### config.mk
export PLATFORM = sky130hd
export DESIGN_NAME = eth_tx_framer
export DESIGN_NICKNAME = d
export VERILOG_FILES = /design/src/rtl/eth_tx_framer.sv
export SDC_FILE = /design/constraint.sdc
export NUM_CORES = 1
export LEC_CHECK = 0
export ABC_AREA = 1
export CORE_ASPECT_RATIO = 1.1
export CORE_MARGIN = 1.5
export CORE_UTILIZATION = 63
export DETAILED_ROUTE_END_ITERATION = 10
export DONT_BUFFER_PORTS = 1
export MAX_ROUTING_LAYER = met4
export PLACE_DENSITY = 0.79
export SETUP_SLACK_MARGIN = 0.1
export SYNTH_ARGS = -nofsm -noshare
export SYNTH_HDL_FRONTEND = slang
export SYNTH_SLANG_ARGS = --single-unit
### constraint.sdc
create_clock -name mclk -period 2.75 [get_ports mclk]
set_input_delay 0.55 -clock mclk [delete_from_list [all_inputs] [get_ports mclk]]
set_output_delay 0.55 -clock mclk [all_outputs]
set_load 0.03 [all_outputs]
### src/rtl/eth_tx_framer.sv
// eth_tx_framer
//   Feeds the ethernet100 transmit path. A payload byte stream (valid/ready/last)
//   is packed into 16-bit words and written to the transmit buffer behind the
//   preamble/SFD. The frame is zero-padded to MIN_BYTES and then the
//   transmit-start I/O write is issued (ioaddr 1, data = total byte count).
//
// Ports
//   mclk, mrstn          clock, asynchronous active-low reset
//   s_data/s_valid/
//   s_last/s_ready       payload byte stream, byte taken on s_valid & s_ready
//   tx_busy              transmitter busy status; buffer is left alone while high
//   mcs/mwr/maddr/mdout  transmit buffer write port (low byte goes out first)
//   iocs/iowr/
//   ioaddr/iodout        I/O register write port
//   done                 one-cycle pulse when the frame is handed over
//   err                  one-cycle pulse when an oversize frame is discarded
module eth_tx_framer #(
  parameter int AW        = 10,
  parameter int MIN_BYTES = 60,
  parameter int MAX_BYTES = 1514
) (
  input  logic          mclk,
  input  logic          mrstn,
  input  logic [7:0]    s_data,
  input  logic          s_valid,
  input  logic          s_last,
  output logic          s_ready,
  input  logic          tx_busy,
  output logic          mcs,
  output logic          mwr,
  output logic [AW-1:0] maddr,
  output logic [15:0]   mdout,
  output logic          iocs,
  output logic          iowr,
  output logic [2:0]    ioaddr,
  output logic [15:0]   iodout,
  output logic          done,
  output logic          err
);

  typedef enum logic [2:0] {IDLE, PRE, DATA, PAD, CMD, WAITB, DROP} state_t;

  localparam logic [AW:0]   MAX_N   = (AW+1)'(MAX_BYTES);
  localparam logic [AW-1:0] BASE    = AW'(4);
  localparam logic [AW-1:0] PAD_END = AW'(4 + MIN_BYTES/2 - 1);
  localparam logic [15:0]   MIN_LEN = 16'(MIN_BYTES);

  state_t        state;
  logic [1:0]    pre_cnt;
  logic [AW:0]   cnt;        // index of the next payload byte
  logic [7:0]    held;       // even byte waiting for its odd partner
  logic [AW-1:0] pad_addr;
  logic [15:0]   len;
  logic          seen_busy;

  logic          accept;
  logic [AW-1:0] word_addr;
  logic [15:0]   cnt_len;

  assign accept    = s_valid & s_ready;
  assign word_addr = BASE + cnt[AW:1];
  assign cnt_len   = 16'(cnt) + 16'd1;

  always_ff @(posedge mclk or negedge mrstn) begin
    if (!mrstn) begin
      state     <= IDLE;
      pre_cnt   <= '0;
      cnt       <= '0;
      held      <= '0;
      pad_addr  <= '0;
      len       <= '0;
      seen_busy <= 1'b0;
      s_ready   <= 1'b0;
      mcs       <= 1'b0;
      mwr       <= 1'b0;
      maddr     <= '0;
      mdout     <= '0;
      iocs      <= 1'b0;
      iowr      <= 1'b0;
      ioaddr    <= '0;
      iodout    <= '0;
      done      <= 1'b0;
      err       <= 1'b0;
    end else begin
      // strobes are single-cycle; address/data hold their last value
      mcs  <= 1'b0;
      mwr  <= 1'b0;
      iocs <= 1'b0;
      iowr <= 1'b0;
      done <= 1'b0;
      err  <= 1'b0;
      case (state)
        IDLE: begin
          s_ready   <= 1'b0;
          seen_busy <= 1'b0;
          if (s_valid && !tx_busy) begin
            // first preamble word goes out on the same edge we leave IDLE
            state   <= PRE;
            pre_cnt <= 2'd1;
            cnt     <= '0;
            mcs     <= 1'b1;
            mwr     <= 1'b1;
            maddr   <= '0;
            mdout   <= 16'h5555;
          end
        end
        PRE: begin
          mcs     <= 1'b1;
          mwr     <= 1'b1;
          maddr   <= AW'(pre_cnt);
          mdout   <= (pre_cnt == 2'd3) ? 16'h55D5 : 16'h5555;
          pre_cnt <= pre_cnt + 2'd1;
          if (pre_cnt == 2'd3) begin
            state   <= DATA;
            s_ready <= 1'b1;
          end
        end
        DATA: begin
          if (accept) begin
            cnt <= cnt + 1'b1;
            if (cnt == MAX_N) begin
              // one byte past the maximum: abandon the frame
              err <= 1'b1;
              if (s_last) begin
                s_ready <= 1'b0;
                state   <= IDLE;
              end else begin
                state <= DROP;
              end
            end else begin
              held <= s_data;
              if (cnt[0] || s_last) begin
                mcs   <= 1'b1;
                mwr   <= 1'b1;
                maddr <= word_addr;
                mdout <= cnt[0] ? {s_data, held} : {8'h00, s_data};
              end
              if (s_last) begin
                s_ready  <= 1'b0;
                len      <= cnt_len;
                pad_addr <= word_addr + AW'(1);
                state    <= (cnt_len < MIN_LEN) ? PAD : CMD;
              end
            end
          end
        end
        PAD: begin
          // an odd length just under the minimum may already reach PAD_END
          if (pad_addr <= PAD_END) begin
            mcs      <= 1'b1;
            mwr      <= 1'b1;
            maddr    <= pad_addr;
            mdout    <= 16'h0000;
            pad_addr <= pad_addr + AW'(1);
            if (pad_addr == PAD_END) begin
              len   <= MIN_LEN;
              state <= CMD;
            end
          end else begin
            len   <= MIN_LEN;
            state <= CMD;
          end
        end
        CMD: begin
          iocs   <= 1'b1;
          iowr   <= 1'b1;
          ioaddr <= 3'd1;
          iodout <= 16'd8 + len;
          done   <= 1'b1;
          state  <= WAITB;
        end
        WAITB: begin
          // status bit may lag the command; wait for a full busy period
          if (tx_busy) begin
            seen_busy <= 1'b1;
          end else if (seen_busy) begin
            state <= IDLE;
          end
        end
        DROP: begin
          if (accept && s_last) begin
            s_ready <= 1'b0;
            state   <= IDLE;
          end
        end
        default: state <= IDLE;
      endcase
    end
  end

endmodule

==> impl_metrics.json <==
{
  "die_area_sq_um": 8450,
  "power_density_nw_per_um2": 983,
  "arrival_ns": 2.54,
  "violations": "negative hold slack",
  "die_w_um": 87.8,
  "multi_input_area_sq_um": 2230,
  "drv_slew": 0,
  "max_cap_viol_count": 0,
  "cts-root-buf": "clkbuf_8",
  "min_period_ns": 2.26,
  "tns_ns": 0,
  "slew_headroom": 0.479,
  "hold_path.class": "in2async",
  "avgSynthCellArea_sq_um": 7.98,
  "coreArea_sq_um": 7560,
  "tightestPinTransition_ns": 0.782,
  "dp_hpwl_mm": 7.96,
  "ff_latch_area_sq_um": 2280,
  "rsz0062_at_grt": "no",
  "ys_seq_area_frac": 0.457,
  "cts_max_path_buffers": 2,
  "gp_congestion": 0.891,
  "cts_setup_buffers": 0,
  "leakage_uw": 0.00243,
  "fp-row-count": 33,
  "period_share": 0.822,
  "finClkSkew_ns": 0.0110,
  "num_antenna_cells": 0,
  "vdd_drop_max_uv": 335,
  "area_growth_pct": 4.40,
  "wl_met3_um": 532,
  "status": "finished with violations",
  "final_cells": 726,
  "cts_tree": "yes",
  "grt_max_degree": 92,
  "first_pass_iters": 4,
  "fillerInstances": 667,
  "hold_viol": 91,
  "worstSetupPathType": "reg2reg",
  "wl_met2_mm": 5.21,
  "drt_first_iter_violations": 221,
  "die_h_um": 96.2,
  "fmax_mhz": 442,
  "wl_mm": 10.9,
  "finalSetupViolations": 0,
  "cts.htree.levels": 3,
  "dp_cells": 710,
  "track_usage": 0.285,
  "clock_sinks": 91,
  "port_buffers": 0,
  "wl_met1_mm": 4.87,
  "vias_per_cell": 5.54,
  "clock_latency_ns": 0.36,
  "initial_utilization": 0.659,
  "vias": 4020,
  "crit_fanout": 12,
  "grt_pass1_wl_mm": 18.1,
  "cp-end-kind": "flop",
  "synth.distinct_cells": 41,
  "whs_ns": -0.126,
  "wire_per_inst_um": 15.1,
  "cts_resized": 0,
  "required_ns": 3.03,
  "grt-ovfl-total": 0,
  "netlist_instances": 624,
  "synth_seq_cells": 91,
  "nets": 635,
  "antenna_found_initial": 0,
  "ios": 65,
  "cts_made_buffers": 9,
  "grt_pass1_vias": 3814,
  "path_clk_slew_ns": 0.09,
  "yosysWarnings": 0,
  "top_layer": "met4",
  "start_kind": "flop",
  "syn_area_sq_um": 4980,
  "ant_nets": 0,
  "drcViolationCount": 0,
  "drive_above_1_share": 0.103
}
## per-stage QoR
stage	area (sq um)	utilization	power [uW]	setup slack (ns)
6_report	5200	0.688	5110	0.489
5_1_grt	5200	0.688	5470	0.156
4_1_cts	5200	0.688	5120	0.500
3_5_place_dp	4970	0.658	4100	0.513
3_3_place_gp	4970	0.658	4020	0.633
2_1_floorplan	4990	-	3800	0.784
## cell type report
| cell class | count | share of cell area |
|---|---|---|
| Sequential cell | 91 | 0.438 |
| Timing Repair Buffer | 7 | 0.0101 |
| Clock buffer | 11 | 0.0272 |
| Multi-Input combinational cell | 432 | 0.429 |
| Tap cell | 105 | 0.0253 |
| Inverter | 75 | 0.0542 |
| Clock inverter | 5 | 0.0161 |
## registers in the layout, summed over array words and instances (netlist names)
register and count:
mdout 16, iodout 13, len 12, cnt 11, maddr 10, pad_addr 10
held 8, state 3, pre_cnt 2, done 1, err 1, ioaddr 1
mwr 1, s_ready 1, seen_busy 1
## logic make-up after synthesis
group / Yosys count / synth area share
other: 1 / 0.000753
and+or+nand+nor: 289 / 0.273
AOI/OAI and AO/OA: 116 / 0.126
DFF: 91 / 0.457
muxes: 4 / 0.00904
adders and majority gates: 6 / 0.0151
buffers and inverters: 105 / 0.0977
xor gates and xnor gates: 12 / 0.0211
## cells in the final DEF (no fill, tap or decap), types with 7 or more instances in the layout
cell type and count:
nand2_1 151, dfrtp_1 91, inv_1 70, nand3_1 45, nor2_1 42, o21ai_0 38
o21ai_1 35, a21oi_1 20, xor2_1 10, nand2_2 10, clkbuf_8 10, o22ai_1 9
nor2_4 7, buf_4 7
## critical path, stage by stage (launching register included)
cell	delay, ns
dfrtp_1	0.57
nand2_2	0.12
nor2_2	0.38
nand2_1	0.16
o21ai_2	0.15
ha_1	0.23
nand2_2	0.09
nor2_4	0.14
nand3_1	0.10
nand3_1	0.09
nand3_1	0.07
o21ai_1	0.09
## worst paths after layout
| kind | from | end | slack (ns) | cells past startpoint |
|---|---|---|---|---|
| worst max-delay path | state[0] | pad_addr[6] | 0.49 | 11 |
| worst min-delay path | mrstn | iodout[9] | -0.13 | 0 |
| worst max register to register | state[0] | pad_addr[6] | 0.49 | 11 |
| worst min register to register | held[3] | held[3] | 0.49 | 2 |
| max in group asynchronous | mrstn | cnt[3] | 2.75 | 0 |
| min in group mclk | s_data[6] | held[6] | 0.32 | 1 |
## cells in the mapped netlist (all sizes together)
cell type,count,area (sq um)
buf,28,198
nand4,6,37.5
clkinv,1,3.75
nand3b,2,15.0
nor3,6,41.3
nand2,163,652
o31ai,4,30.0
o211ai,1,7.51
inv,74,278
o22ai,9,56.3
a21oi,20,100
nor4,3,18.8
nand3,50,298
dfrtp,91,2280
o21a,1,8.76
a22o,1,8.76
ha,6,75.1
clkbuf,2,7.51
or2,4,25.0
mux2,4,45.0
o21ai,74,374
xor2,10,87.6
nor2,55,274
a31oi,5,31.3
conb,1,3.75
o2bb2ai,1,8.76
xnor2,2,17.5
## routing by layer
metal,vias to the layer above,GRT usage
met2,117,0.440
met5,-,-
li1,1990,-
met4,0,0.132
met1,1893,0.369
met3,20,0.0463
## power breakdown
part	internal, uW	switching [uW]
Clock	541	480
Sequential	1730	725
Combinational	522	1110
Total	2790	2320
Power figures use the tool's default switching activity.
